--- src/rtl/spi_pkg.sv ---
// SPI controller shared types and mode constants.
// Imported by spi_sck_gen and spi_ctrl_master.
package spi_pkg;

  typedef enum logic [2:0] {
    ST_IDLE,
    ST_LEAD,
    ST_TX,
    ST_PAUSE,
    ST_RX,
    ST_TRAIL,
    ST_GAP
  } spi_ctrl_state_t;

  // Mode 0: SCK idles low, data sampled on rising edge.
  localparam logic SPI_CPOL = 1'b0;
  localparam logic SPI_CPHA = 1'b0;

  // Counter width for a 0..n-1 counter, never narrower than 1 bit.
  function automatic int unsigned cnt_w(input int unsigned n);
    return (n > 1) ? $clog2(n) : 1;
  endfunction

endpackage

--- src/rtl/spi_sck_gen.sv ---
// SCK divider: CLK_DIV clk cycles per half-period.
// Held low while disabled; rise/fall ticks flag the edge about to occur.
module spi_sck_gen
  import spi_pkg::*;
#(
  parameter int unsigned CLK_DIV = 2
) (
  input  logic clk,
  input  logic rst,
  input  logic en,
  output logic sck,
  output logic rise,
  output logic fall
);

  localparam int unsigned CW = cnt_w(CLK_DIV);
  localparam logic [CW-1:0] HALF_LAST = CW'(CLK_DIV - 1);

  logic [CW-1:0] hcnt;
  logic          wrap;

  assign wrap = en && (hcnt == HALF_LAST);
  assign rise = wrap && !sck;
  assign fall = wrap && sck;

  // Half-period counter; toggles SCK at each wrap, restarts low on disable.
  always_ff @(posedge clk) begin
    if (rst || !en) begin
      hcnt <= '0;
      sck  <= 1'b0;
    end else if (wrap) begin
      hcnt <= '0;
      sck  <= ~sck;
    end else begin
      hcnt <= hcnt + CW'(1);
    end
  end

endmodule

--- src/rtl/spi_ctrl_master.sv ---
// SPI mode-0 controller: one CS-low window holds TX, PAUSE and RX phases.
// FSM and shift registers live here; SCK timing comes from spi_sck_gen.
module spi_ctrl_master
  import spi_pkg::*;
#(
  parameter int unsigned LENGTH_SEND_C     = 16,
  parameter int unsigned LENGTH_RECIEVED_C = 16,
  parameter int unsigned LENGTH_COUNT_C    = 6,
  parameter int unsigned PAUSE             = 10,
  parameter int unsigned CLK_DIV           = 2
) (
  input  logic                         clk,
  input  logic                         rst,
  input  logic                         start,
  input  logic [LENGTH_SEND_C-1:0]     tx_data,
  output logic                         busy,
  output logic                         done,
  output logic [LENGTH_RECIEVED_C-1:0] rx_data,
  output logic                         SCK,
  output logic                         CS,
  output logic                         COPI,
  input  logic                         CIPO
);

  localparam int unsigned CW = cnt_w(CLK_DIV);
  localparam int unsigned PW = cnt_w(PAUSE);
  localparam int unsigned LC = LENGTH_COUNT_C;

  localparam logic [CW-1:0] HALF_LAST  = CW'(CLK_DIV - 1);
  localparam logic [PW-1:0] PAUSE_LAST =
    PW'((PAUSE > 0) ? (PAUSE - 1) : 0);
  localparam logic [LC-1:0] TX_LAST = LC'(LENGTH_SEND_C - 1);
  localparam logic [LC-1:0] RX_LAST = LC'(LENGTH_RECIEVED_C - 1);

  spi_ctrl_state_t state;

  logic [LENGTH_SEND_C-1:0]     tx_sh;
  logic [LENGTH_RECIEVED_C-1:0] rx_sh;
  logic [LC-1:0]                bit_cnt;
  logic [CW-1:0]                cnt;
  logic [PW-1:0]                pcnt;

  logic sck_en;
  logic sck_lvl;
  logic sck_rise;
  logic sck_fall;
  logic shift_tick;
  logic sample_tick;

  assign sck_en = (state == ST_TX) || (state == ST_RX);

  spi_sck_gen #(
    .CLK_DIV(CLK_DIV)
  ) u_sck_gen (
    .clk (clk),
    .rst (rst),
    .en  (sck_en),
    .sck (sck_lvl),
    .rise(sck_rise),
    .fall(sck_fall)
  );

  assign SCK         = sck_lvl ^ SPI_CPOL;
  assign shift_tick  = SPI_CPHA ? sck_rise : sck_fall;
  assign sample_tick = SPI_CPHA ? sck_fall : sck_rise;

  // Frame sequencer; every output is a register so CS/COPI never glitch.
  always_ff @(posedge clk) begin
    if (rst) begin
      state   <= ST_IDLE;
      CS      <= 1'b1;
      COPI    <= 1'b0;
      busy    <= 1'b0;
      done    <= 1'b0;
      rx_data <= '0;
      tx_sh   <= '0;
      rx_sh   <= '0;
      bit_cnt <= '0;
      cnt     <= '0;
      pcnt    <= '0;
    end else begin
      done <= 1'b0;
      unique case (state)
        ST_IDLE: begin
          if (start) begin
            tx_sh <= tx_data;
            COPI  <= tx_data[LENGTH_SEND_C-1];
            CS    <= 1'b0;
            busy  <= 1'b1;
            cnt   <= '0;
            state <= ST_LEAD;
          end
        end
        ST_LEAD: begin
          if (cnt == HALF_LAST) begin
            cnt     <= '0;
            bit_cnt <= '0;
            state   <= ST_TX;
          end else begin
            cnt <= cnt + CW'(1);
          end
        end
        ST_TX: begin
          if (shift_tick) begin
            if (bit_cnt == TX_LAST) begin
              COPI    <= 1'b0;
              bit_cnt <= '0;
              pcnt    <= '0;
              state   <= (PAUSE == 0) ? ST_RX : ST_PAUSE;
            end else begin
              bit_cnt <= bit_cnt + LC'(1);
              tx_sh   <= tx_sh << 1;
              COPI    <= tx_sh[LENGTH_SEND_C-2];
            end
          end
        end
        ST_PAUSE: begin
          if (pcnt == PAUSE_LAST) begin
            state <= ST_RX;
          end else begin
            pcnt <= pcnt + PW'(1);
          end
        end
        ST_RX: begin
          if (sample_tick) begin
            rx_sh <= {rx_sh[LENGTH_RECIEVED_C-2:0], CIPO};
          end
          if (shift_tick) begin
            if (bit_cnt == RX_LAST) begin
              cnt   <= '0;
              state <= ST_TRAIL;
            end else begin
              bit_cnt <= bit_cnt + LC'(1);
            end
          end
        end
        ST_TRAIL: begin
          if (cnt == HALF_LAST) begin
            CS      <= 1'b1;
            done    <= 1'b1;
            rx_data <= rx_sh;
            cnt     <= '0;
            state   <= ST_GAP;
          end else begin
            cnt <= cnt + CW'(1);
          end
        end
        ST_GAP: begin
          if (cnt == HALF_LAST) begin
            busy  <= 1'b0;
            state <= ST_IDLE;
          end else begin
            cnt <= cnt + CW'(1);
          end
        end
        default: begin
          state <= ST_IDLE;
        end
      endcase
    end
  end

endmodule

--- config.mk ---
export PLATFORM = sky130hd
export DESIGN_NAME = spi_ctrl_master
export DESIGN_NICKNAME = d
export VERILOG_FILES = /design/src/rtl/spi_pkg.sv /design/src/rtl/spi_sck_gen.sv /design/src/rtl/spi_ctrl_master.sv
export SDC_FILE = /design/constraint.sdc
export NUM_CORES = 1
export LEC_CHECK = 0
export CORE_MARGIN = 4
export CORE_UTILIZATION = 61
export CTS_BUF_LIST = sky130_fd_sc_hd__clkbuf_4 sky130_fd_sc_hd__clkbuf_8
export DETAILED_ROUTE_END_ITERATION = 8
export HOLD_SLACK_MARGIN = 0.02
export PLACE_DENSITY_LB_ADDON = 0.25
export SETUP_SLACK_MARGIN = 0.4
export SLEW_MARGIN = 20
export SYNTH_ARGS = -nofsm -noshare
export SYNTH_HDL_FRONTEND = slang
export SYNTH_SLANG_ARGS = --single-unit
--- constraint.sdc ---
create_clock -name clk -period 3.68 [get_ports clk]
set_clock_uncertainty 0.2 [all_clocks]
set_input_delay 0.552 -clock clk [delete_from_list [all_inputs] [get_ports clk]]
set_output_delay 0.552 -clock clk [all_outputs]
set_load 0.01 [all_outputs]
# [Word-level counts from Yosys, hierarchy flattened]
# Index checks and enable logic that the tools add are counted.
[word_totals] regBits=67 latch_bits=0 mem_bits_rw=0 rom_bits=0 inputBits=20 output_inout_bits=21 elab_cells=106 mem_count=0
[op_classes] add_sub_neg=4 mul=0 div_mod_pow=0 order_cmp=0 n_eq_ne=20 shift=0 n_mux=40 bitwise=2 reduce_logical=27
[ops] operator="$mux W15" count=3
[ops] operator="$mux W6" count=5
[ops] operator="$pmux W15 S2" count=1
[ops] operator="$mux W3" count=9
[ops] operator="$pmux W3 S7" count=1
[ops] operator="$ne A2 B2 Y1 const B" count=10
[ops] operator="$pmux W6 S3" count=1
[ops] operator="$mux W1" count=12
[ops] operator="$mux W4" count=3
[ops] operator="$reduce_and A4 Y1" count=3
[ops] operator="$eq A3 B3 Y1 const B" count=3
[ops] operator="$reduce_and A3 Y1" count=3
[ops] operator="$reduce_and A9 Y1" count=1
[ops] operator="$pmux W4 S2" count=1
[ops] operator="$reduce_bool A2 Y1" count=4
[ops] operator="$add A6 B1 Y6 const B" count=1
[ops] operator="$eq A3 B2 Y1 const B" count=2
[ops] operator="$eq A6 B4 Y1 const B" count=1
[ops] operator="$pmux W1 S2" count=3
[ops] operator="$reduce_or A2 Y1" count=3
[ops] operator="$reduce_and A5 Y1" count=1
[ops] operator="$add A4 B1 Y4 const B" count=1
[ops] operator="$eq A4 B4 Y1 const B" count=1
[ops] operator="$ne A2 B1 Y1 const B" count=2
[ops] operator="11 further kinds" count=18

# [Logic depth before layout (Yosys ltp)]
# Gate-level depths: netlist of the first run.
[logic_depth] ltp_word=6 ltp_mapped=7 mapped_depth_nobuf=6

# [Cells and area by module]
# Synthesis of the first run repeated with hierarchy kept, for this count alone.
[hier_totals] hier_cells=376 hier_area_um2=3065.4
[modules_own_cells] mod="spi_ctrl_master" instances=1 cells_per_inst=367 area_per_inst_um2=2987.9 seq_area_each_um2=1301.2
[modules_own_cells] mod="spi_sck_gen" instances=1 cells_per_inst=9 area_per_inst_um2=77.6 seq_area_each_um2=40.0

# [Worst setup path after synthesis of the first run]
# No wires, ideal clock.
[synth_timing] kind="register to register" start="reg bit_cnt[0]" end="reg bit_cnt[5]" setup_ns=0.088 t_arrival_ns=1.544 required_ns=3.392 slack_ns=1.848 path_stages_with_launch=7 n_path_buf=1 synth_period_minus_slack_ns=1.832 path_cell_list="dfxtp_1 ha_1 and3_1 buf_6 a2111oi_4 o21ai_2 o32ai_2"
[synth_between] elab_chain_cells=4 word_cells_on_any_way=9 cone_classes="1 x add/sub; 2 x eq/ne; 5 x mux; 1 x reduce/logical"
[synth_lines] item="from (decl)" line_no="spi_ctrl_master.sv:39" source="logic [LC-1:0] bit_cnt;"
[synth_lines] item="from (signal assigned)" line_no="spi_ctrl_master.sv:111" source="bit_cnt <= bit_cnt + LC'(1);"
[synth_lines] item="from (signal assigned)" line_no="spi_ctrl_master.sv:133" source="bit_cnt <= bit_cnt + LC'(1);"
[synth_lines] item="$add A6 B1 Y6 or $eq A6 B4 Y1 (tied branches)"
[synth_lines] item="$mux W6 (on tied branches)" line_no="spi_ctrl_master.sv:129, spi_ctrl_master.sv:105"
[synth_lines] item="$mux W6 (on tied branches)" line_no="spi_ctrl_master.sv:128, spi_ctrl_master.sv:104"
[synth_lines] item="$pmux W6 S3" line_no="spi_ctrl_master.sv:83" source="unique case (state)"
# Parallel ways exist; a longest one is shown, timed or not. The select of a mux whose other input is x is not followed.
# A chain may end at the register's enable or synchronous reset.

# [Worst setup path after layout of the first run]
[layout_timing] start="reg state[2]" end="reg rx_sh[4]"
[layout_between] elab_chain_cells=5 word_cells_on_any_way=6 cone_classes="2 x eq/ne; 4 x reduce/logical"
[layout_lines] item="from (decl)" line_no="spi_ctrl_master.sv:35" source="spi_ctrl_state_t state;"
[layout_lines] item="from (signal assigned)" line_no="spi_ctrl_master.sv:109" source="state <= (PAUSE == 0) ? ST_RX : ST_PAUSE;"
[layout_lines] item="$eq A3 B2 Y1 or $eq A3 B3 Y1 (tied branches)" line_no="spi_ctrl_master.sv:50, spi_ctrl_master.sv:83"
[layout_lines] item="$logic_or A1 B1 Y1" line_no="spi_ctrl_master.sv:50" source="assign sck_en = (state == ST_TX) || (state == ST_RX);"
[layout_lines] item="$logic_and A1 B1 Y1" line_no="spi_sck_gen.sv:22" source="assign wrap = en && (hcnt == HALF_LAST);"
[layout_lines] item="$logic_and A1 B1 Y1" line_no="spi_sck_gen.sv:23" source="assign rise = wrap && !sck;"
[layout_lines] item="$reduce_and A2 Y1 (no source line) (*)"
[layout_lines] item="to (signal assigned)" line_no="spi_ctrl_master.sv:126" source="rx_sh <= {rx_sh[LENGTH_RECIEVED_C-2:0], CIPO};"
[layout_lines] item="to (decl)" line_no="spi_ctrl_master.sv:38" source="logic [LENGTH_RECIEVED_C-1:0] rx_sh;"
# Mark *: on every way between the ends. The rest lies on a longest branch, timed or not.

==> results of run 1 <==
worst max path at each step:
stage | to | slack [ps] | cells after the start
after floorplan | bit_cnt[5]$_SDFFE_PP0P_ | 1850 | 6
after global placement | rx_sh[3]$_SDFFE_PP0P_ | 1220 | 4
after detailed placement | rx_sh[4]$_SDFFE_PP0P_ | 1100 | 4
after CTS | rx_sh[4]$_SDFFE_PP0P_ | 1090 | 4
after global routing | rx_sh[8]$_SDFFE_PP0P_ | 870 | 4
final | rx_sh[4]$_SDFFE_PP0P_ | 1100 | 4
sequential cells by signal, summed over array words and instances, names as in the netlist, 3 cells and up:
register  count
pcnt          4
rx_data      16
rx_sh        16
bit_cnt       6
state         3
tx_sh        15
worst max-delay path, stage by stage, from the launching register on:
cell and delay (ps):
dfxtp_1 740, nor3b_2 300, nand3b_1 730, mux2i_1 410
nor2_1 70
cells by family after synthesis:
group           count (synthesis)  synth area share, %
compound gates                 85                 20.2
xor+xnor                        2                0.784
fa+ha+maj                       3                 1.18
buf+inv                        35                 6.66
flops                          67                 42.0
mux                            33                 10.4
simple gates                  116                 18.7
where the power goes:
| part | switching, mW | total, mW | leakage [nW] | internal (mW) |
|---|---|---|---|---|
| Clock | 0.296 | 0.613 | 0.0998 | 0.317 |
| Combinational | 0.154 | 0.300 | 0.839 | 0.147 |
| Sequential | 0.0814 | 0.863 | 0.544 | 0.782 |
synth_stat cells (all sizes together), types with 2 or more instances:
cell type / number
dfxtp: 67
nand2: 44
mux2i: 32
a21oi: 30
nor2: 25
buf: 19
o211ai: 15
o211a: 13
clkbuf: 10
nand3: 10
o21ai: 8
inv: 5
a311oi: 4
nand2b: 4
nand3b: 4
nand4: 4
nor3: 4
or3: 4
ha: 3
nor2b: 3
nor3b: 3
o32ai: 3
or2: 3
a22oi: 2
a31oi: 2
nor4: 2
xnor2: 2
metal layers:
layer,vias up,wire [microns],global-route usage (%)
li1,1275,-,-
met1,1197,2900,26.6
met2,65,3180,37.1
met3,9,278,5.61
met4,0,92,9.97
met5,-,0,0
through the flow:
stage | std cells | total power [mW]
floorplan | 341 | 1.11
global placement | 426 | 1.16
detailed placement | 426 | 1.17
CTS | 442 | 1.78
global route | 442 | 1.86
finish | 442 | 1.78
final cells by class:
cell class / count / share of cell area, %
clock inverters: 7 / 2.08
clock buffers: 9 / 3.33
flip-flops and latches: 67 / 36.0
multi-input cells: 239 / 44.0
inverters: 6 / 0.605
well taps: 70 / 2.35
repair buffers: 44 / 11.6
==> flow_metrics.py, run 1 <==
metrics = {
    "drt": {
        "drc_errors": 0,
        "drt-total-wl_microns": 6450,
        "antenna_left": 0,
        "wire_per_inst_microns": 14.6,
        "viasPerCell": 5.76,
        "dr.first_iter.drc_count": 125,
        "dr_total_vias": 2546,
        "drtPass1Iterations": 5,
    },
    "synth": {
        "ys_warn_count": 0,
        "synth_area_per_cell_sq_um": 9.36,
        "synth.area.top_cells": "dfxtp_1 42%, mux2i_1 10%, nand2_1 5.2%",
        "netlist_area_sq_um": 3190,
        "synthCells": 341,
        "synth_top_cell_by_area": "dfxtp_1",
        "async_reset_ff_share_pct": 0,
        "ys_ff_latch": 67,
        "ys.flop_type": "dfxtp_1",
        "synth_edf_count": 0,
        "ys_seq_area_share_pct": 42.0,
        "synth_cell_type_count": 58,
        "synth_top_area_share_pct": 42.0,
        "syn_nets": 364,
    },
    "clock_tree": {
        "cts_buffers": 9,
        "cts_tree": "yes",
        "clkLatencyLatePin_ps": 350,
        "ctsHtreeMaxLevel": 3,
        "cts_max_path_buffers": 2,
        "clock_sinks": 67,
        "post_cts_resized": 0,
        "ctsHoldBuffers": 0,
        "clk_pin_slew_ps": 70,
        "cts_setup_buffers": 0,
        "root_buffer": "clkbuf_8",
    },
    "floorplan": {
        "die_w_microns": 80.3,
        "fp-row-count": 26,
        "die_area_sq_um": 6450,
        "boundaryPins": 41,
        "die_y_microns": 80.3,
        "core-area_sq_um": 5070,
        "start_util_pct": 62.9,
    },
    "critical_path": {
        "cp.required_ps": 3690,
        "cp-end-kind": "register",
        "worstPathArrival_ps": 2590,
        "r2r_cells": 4,
        "r2r_start": "state[2]$_SDFFE_PP0P_",
        "cp_max_fo": 18,
        "ff2ff_setup_slack_ps": 1100,
        "cp-startpoint": "state[2]$_SDFFE_PP0P_",
        "r2r-end": "rx_sh[4]$_SDFFE_PP0P_",
        "crit_type": "reg2reg",
        "startpoint_type": "register",
    },
    "worst_hold_path": {
        "hp-start": "rx_data[9]$_SDFFE_PP0P_",
        "hold_depth": 2,
        "holdPathEnd": "rx_data[9]$_SDFFE_PP0P_",
        "hp-class": "reg2reg",
    },
    "cells_and_area": {
        "final_cell_mix": "67 x dfxtp_1, 44 x nand2_1, 40 x clkdlybuf4s50_1",
        "final_common_cell": "dfxtp_1",
        "n_fill_cell": 399,
        "num-nets-final": 390,
        "antennaDiodeCount": 0,
        "final_area_sq_um": 3720,
        "multi_input_area_sq_um": 1640,
        "drive_gt1_share_pct": 9.95,
        "regArea_sq_um": 1340,
        "fin_util_pct": 73.3,
        "syn2layout_area_growth_pct": 16.6,
    },
    "timing": {
        "rsz0062_at_grt": "no",
        "whs_ps": 254,
        "fin_crit_ps": 2580,
        "timing.fmax_ghz": 0.388,
        "finalSetupTns_ps": 0,
        "finalCritPeriodShare_pct": 70.1,
        "worst_slack_ps": 1100,
        "max_slew_margin_pct": 30.5,
        "hold_violations": 0,
        "worst_slew_pin_slew_ps": 1040,
        "finalSetupViolations": 0,
        "finalMaxSlewViolations": 0,
    },
    "global_route": {
        "grt_overflow_total": 0,
        "grt_usage_pct": 22.2,
        "grt_pass1_vias": 2504,
        "grt_max_degree": 51,
        "antenna_found_initial": 0,
        "grt_pass1_wl_microns": 11200,
    },
    "run": {
        "cap_violations": 0,
    },
    "placed_design": {
        "dp_hpwl_microns": 4300,
        "post_dp_cell_area_sq_um": 3520,
        "globalplace.congestion": 0.819,
        "pre_cts_ws_ps": 1100,
        "portBuffers": 40,
    },
    "power": {
        "p_leak_nw": 1.48,
        "ir_drop_mv": 0.331,
        "p_per_area_nw_per_um2": 477,
    },
    "outcome": {
        "status": "complete, no violations",
    },
}
Power figures use the tool's default switching activity.
==> inputs of run 2 (changes only) <==
Settings changed: CORE_UTILIZATION 61 to 52.
Clock period 3.68 ns to 2.3 ns, I/O delays scaled along.
==> run 2 against run 1 <==
Die area grew 16%; sequential power grew 56%; final area grew 4.9%.
==> flow_metrics.py, run 2 (synthesis results as in run 1) <==
metrics = {
    "outcome": {
        "status": "complete, no violations",
    },
    "placed_design": {
        "post_dp_cell_area_sq_um": 3640,
        "globalplace.congestion": 0.814,
        "dp_hpwl_microns": 4330,
        "portBuffers": 40,
        "placedCellCount": 441,
    },
    "floorplan": {
        "core-area_sq_um": 5960,
        "die_area_sq_um": 7460,
        "start_util_pct": 53.6,
        "fp-row-count": 28,
        "die_y_microns": 86.3,
        "die_w_microns": 86.3,
        "boundaryPins": 41,
    },
    "global_route": {
        "grt_pass1_wl_microns": 10600,
        "grt_usage_pct": 17.5,
        "grt_pass1_vias": 2400,
        "antenna_found_initial": 0,
        "grt_overflow_total": 0,
        "grt_max_degree": 51,
    },
    "cells_and_area": {
        "final-instance-count-excl-fill": 458,
        "antennaDiodeCount": 0,
        "drive_gt1_share_pct": 14.6,
        "n_fill_cell": 536,
        "final_cell_mix": "63 x dfxtp_1, 44 x nand2_1, 40 x clkdlybuf4s50_1",
        "top_regs": "rx_data: 16 flops, rx_sh: 16 flops, tx_sh: 15 flops",
        "num-nets-final": 401,
        "final_area_sq_um": 3900,
        "final_common_cell": "dfxtp_1",
        "syn2layout_area_growth_pct": 22.3,
    },
    "critical_path": {
        "cp.required_ps": 1750,
        "worstPathArrival_ps": 1300,
        "worstPathCellList": "clkdlybuf4s50_1",
        "startpoint_type": "register",
        "cp-end-kind": "output port",
        "crit_type": "reg2out",
        "critical-path-top-delay-family": "buffers and inverters",
        "crit_buf_inv": 1,
        "critical_path.slowest_cell": "clkdlybuf4s50_1",
        "cp_max_fo": 8,
        "cpPeakStageDelay_ps": 560,
    },
    "power": {
        "p_total_mw": 2.97,
        "seqPwrFrac_pct": 45.5,
        "switching_share_pct": 28.0,
        "ir_drop_mv": 0.436,
        "switching_power_mw": 0.831,
        "internal_power_mw": 2.14,
        "pwr-share-clk_pct": 36.1,
        "p_leak_nw": 1.56,
        "share_comb_of_total_power_pct": 18.4,
        "p_per_area_nw_per_um2": 762,
    },
    "clock_tree": {
        "cts_buffers": 9,
        "clock_sinks": 67,
        "cts_max_path_buffers": 2,
        "ctsHtreeMaxLevel": 3,
        "root_buffer": "clkbuf_8",
        "clk_pin_slew_ps": 70,
        "clkLatencyLatePin_ps": 340,
        "ctsHoldBuffers": 0,
        "cts_tree": "yes",
    },
    "timing": {
        "max_slew_margin_pct": 74.6,
        "finalSetupViolations": 0,
        "finalSetupTns_ps": 0,
        "timing.fmax_ghz": 0.543,
        "finalCritPeriodShare_pct": 80.1,
        "rsz0062_at_grt": "no",
        "finalMaxSlewViolations": 0,
        "fin_crit_ps": 1840,
        "hold_violations": 0,
        "worst_slew_pin_slew_ps": 380,
    },
    "run": {
        "cap_violations": 0,
    },
    "drt": {
        "dr_total_vias": 2575,
        "drtPass1Iterations": 4,
        "wire_per_inst_microns": 14.0,
        "drc_errors": 0,
        "drt-total-wl_microns": 6400,
        "antenna_left": 0,
        "viasPerCell": 5.62,
        "dr.first_iter.drc_count": 87,
    },
    "worst_hold_path": {
        "hp-class": "reg2reg",
    },
}
-- run 2: changes by cell type in the layout (fill, tap and decap cells not counted), moves of 3 or more --
cell,delta
buf_12,+3
dfxtp_1,-4
dfxtp_2,+4
clkinv_4,-3
buf_4,+8
-- run 2: area by class of cell --
cell class	instances	area (sq um)	share of cell area, %
Clock buffer	10	131	3.37
Clock inverter	6	88.8	2.28
Inverter	6	22.5	0.577
Multi-Input combinational cell	239	1670	42.8
Sequential cell	67	1350	34.5
Tap cell	75	93.8	2.40
Timing Repair Buffer	55	551	14.1
-- run 2: per-layer routing --
| metal | vias up | track usage [%] | share of wire (%) |
|---|---|---|---|
| li1 | 1302 | - | - |
| met1 | 1203 | 22.0 | 46 |
| met4 | 0 | 7.65 | 1.1 |
| met3 | 5 | 3.14 | 4.7 |
| met5 | - | 0 | 0 |
| met2 | 65 | 29.4 | 48 |
-- run 2: final timing paths --
path                            cells after the start  slack, ps                       end                  startpoint
worst min register to register                      2        250  rx_data[15]$_SDFFE_PP0P_    rx_data[15]$_SDFFE_PP0P_
worst max-delay path                                1        460                       SCK  u_sck_gen.sck$_SDFFE_PP0N_
worst min-delay path                                2        250  rx_data[15]$_SDFFE_PP0P_    rx_data[15]$_SDFFE_PP0P_
worst max register to register                      5        500   bit_cnt[5]$_SDFFE_PP0P_     bit_cnt[0]$_SDFFE_PP0P_
-- run 2: repair_timing --
| action | in CTS | in global routing |
|---|---|---|
| endpoints found under the setup margin | 20 | 20 |
| hold endpoints to repair | 0 | 0 |
| resized for setup | 6 | 5 |
| setup buffers | 0 | 1 |
| pin swaps | 0 | 4 |
-- run 2: power groups by stage --
stage                     logic, mW  registers, mW  clock network, mW
final                         0.547           1.35               1.07
after global placement        0.524           1.37                  0
after floorplan               0.449           1.32                  0
after CTS                     0.542           1.35               1.10
after global routing          0.596           1.37               1.15
after detailed placement      0.536           1.37                  0
-- run 2: stage by stage --
step	setup WS [ps]	utilization, %	hold slack, ps
floorplan	468	-	232
global placement	316	61.1	243
detailed placement	255	61.1	247
CTS	418	65.0	258
global route	402	65.5	273
finish	459	65.5	255
==> inputs of run 3 (changes only) <==
Clock period 2.3 ns to 1.5 ns, I/O delays scaled along.
==> run 3 against run 2 <==
The flow now finishes with violations (negative setup slack); non-clock buffer count is 58 higher; flip-flop and latch count stayed put; die area stayed put; utilization is 14 points higher; worst hold slack worse by 0.57 ps; cell count is 13% higher.
==> flow_metrics.py, run 3 (synthesis results as in run 1) <==
metrics = {
    "floorplan": {
        "die_area_sq_um": 7460,
        "die_y_microns": 86.3,
        "boundaryPins": 41,
        "fp-row-count": 28,
        "core-area_sq_um": 5960,
        "die_w_microns": 86.3,
        "start_util_pct": 53.6,
    },
    "drt": {
        "viasPerCell": 5.80,
        "dr.first_iter.drc_count": 235,
        "drc_errors": 0,
        "antenna_left": 0,
        "drt-total-wl_microns": 8930,
        "wire_per_inst_microns": 17.3,
        "drtPass1Iterations": 4,
        "dr_total_vias": 3001,
    },
    "critical_path": {
        "startpoint_type": "register",
        "cp-end-kind": "register",
        "worstPathArrival_ps": 1870,
        "r2r_cells": 5,
        "ff2ff_setup_slack_ps": -340,
        "worstPathCellList": "nor3b_4 > buf_4 > mux2i_1 > o211ai_1 > o211a_1",
        "cp_max_fo": 8,
        "cp.required_ps": 1530,
        "cpPeakStageDelay_ps": 420,
        "critical_path.slowest_cell": "dfxtp_4",
        "r2r-end": "tx_sh[12]$_SDFFE_PP0P_",
        "r2r_start": "state[1]$_SDFFE_PP0P_",
        "crit_type": "reg2reg",
    },
    "clock_tree": {
        "cts_max_path_buffers": 2,
        "clock_sinks": 67,
        "cts_tree": "yes",
        "ctsHoldBuffers": 0,
        "cts_buffers": 9,
        "root_buffer": "clkbuf_8",
        "clkLatencyLatePin_ps": 340,
        "ctsHtreeMaxLevel": 3,
        "clk_pin_slew_ps": 80,
    },
    "power": {
        "switching_power_mw": 1.49,
        "p_per_area_nw_per_um2": 1020,
        "internal_power_mw": 3.36,
        "ir_drop_mv": 0.930,
        "p_leak_nw": 1.97,
        "switching_share_pct": 30.7,
        "seqPwrFrac_pct": 43.1,
        "pwr-share-clk_pct": 30.9,
        "share_comb_of_total_power_pct": 26.0,
    },
    "placed_design": {
        "post_dp_cell_area_sq_um": 4110,
        "portBuffers": 40,
        "dp_hpwl_microns": 5430,
        "placedCellCount": 488,
        "globalplace.congestion": 0.839,
        "pre_cts_ws_ps": -302,
    },
    "cells_and_area": {
        "drive_gt1_share_pct": 43.7,
        "final-instance-count-excl-fill": 517,
        "final_common_cell": "buf_4",
        "antennaDiodeCount": 0,
        "num-nets-final": 460,
        "final_area_sq_um": 4740,
        "top_regs": "rx_data: 16 flops, rx_sh: 16 flops, tx_sh: 15 flops",
        "fin_util_pct": 79.5,
        "final_cell_mix": "52 x buf_4, 43 x nand2_1, 39 x dfxtp_1",
        "syn2layout_area_growth_pct": 48.4,
    },
    "worst_hold_path": {
        "hp-class": "reg2reg",
        "hold_depth": 2,
        "holdPathEnd": "rx_data[11]$_SDFFE_PP0P_",
        "hp-start": "rx_data[11]$_SDFFE_PP0P_",
    },
    "timing": {
        "max_slew_margin_pct": 77.2,
        "hold_violations": 0,
        "fin_crit_ps": 1840,
        "finalMaxSlewViolations": 0,
        "finalSetupViolations": 61,
        "timing.fmax_ghz": 0.545,
        "rsz0062_at_grt": "yes",
        "whs_ps": 254,
        "worst_slack_ps": -336,
        "worst_slew_pin_slew_ps": 343,
        "finalCritPeriodShare_pct": 122,
    },
    "global_route": {
        "grt_pass1_wl_microns": 14400,
        "grt_pass1_vias": 2974,
        "grt_usage_pct": 24.3,
        "grt_max_degree": 27,
        "grt_overflow_total": 0,
        "antenna_found_initial": 0,
    },
    "run": {
        "cap_violations": 0,
    },
    "outcome": {
        "status": "finished, violations left",
        "violations": "negative setup slack",
    },
}
## run 3: metrics by stage
| step | total power [mW] | setup TNS, ps |
|---|---|---|
| floorplan | 2.79 | -4930 |
| finish | 4.85 | -10020 |
| CTS | 4.75 | -8560 |
| detailed placement | 3.16 | -10580 |
| global placement | 3.13 | -8540 |
| global route | 5.04 | -13920 |
## run 3: layout make-up
class	count	area, sq um
fillers	369	1220
multi-input cells	240	1910
flip-flops and latches	67	1390
clock inverters	6	65.1
inverters	6	22.5
well taps	75	93.8
repair buffers	113	1130
clock buffers	10	131
## run 3: per-layer routing
| metal | global-route usage [%] | vias to the layer above | share of wire [%] |
|---|---|---|---|
| met5 | 0 | - | 0 |
| met4 | 11.8 | 0 | 2.0 |
| met3 | 4.18 | 19 | 5.3 |
| met2 | 40.2 | 114 | 51 |
| met1 | 30.7 | 1435 | 42 |
| li1 | - | 1433 | - |
## run 3: worst max path at each step
stage,slack (ps),start,cells past startpoint,endpoint
after CTS,-220,bit_cnt[1]$_SDFFE_PP0P_,5,bit_cnt[5]$_SDFFE_PP0P_
final,-340,state[1]$_SDFFE_PP0P_,5,tx_sh[12]$_SDFFE_PP0P_
after global placement,-230,state[1]$_SDFFE_PP0P_,5,tx_sh[11]$_SDFFE_PP0P_
after floorplan,-270,bit_cnt[0]$_SDFFE_PP0P_,6,bit_cnt[5]$_SDFFE_PP0P_
after global routing,-380,state[1]$_SDFFE_PP0P_,5,tx_sh[12]$_SDFFE_PP0P_
after detailed placement,-300,state[1]$_SDFFE_PP0P_,5,tx_sh[10]$_SDFFE_PP0P_
## run 3: worst max-delay path: cells and delay by family (launching register included)
family / cells / cell delay, ps
compound gates: 2 / 320
flops: 1 / 420
buf+inv: 1 / 200
mux: 1 / 260
simple gates: 1 / 320
## run 3: power by group through the flow
| stage | sequential [mW] | clock (mW) | combinational, mW |
|---|---|---|---|
| 2_1_floorplan | 2.03 | 0 | 0.753 |
| 3_3_place_gp | 2.08 | 0 | 1.05 |
| 3_5_place_dp | 2.09 | 0 | 1.07 |
| 4_1_cts | 2.07 | 1.51 | 1.18 |
| 5_1_grt | 2.11 | 1.59 | 1.34 |
| 6_report | 2.09 | 1.50 | 1.26 |
## run 3: what timing repair did
| action | CTS | global route |
|---|---|---|
| gates cloned | 3 | 0 |
| endpoints found under the setup margin | 88 | 88 |
| pin swaps | 21 | 21 |
| resized for setup | 161 | 23 |
| setup buffers | 5 | 5 |
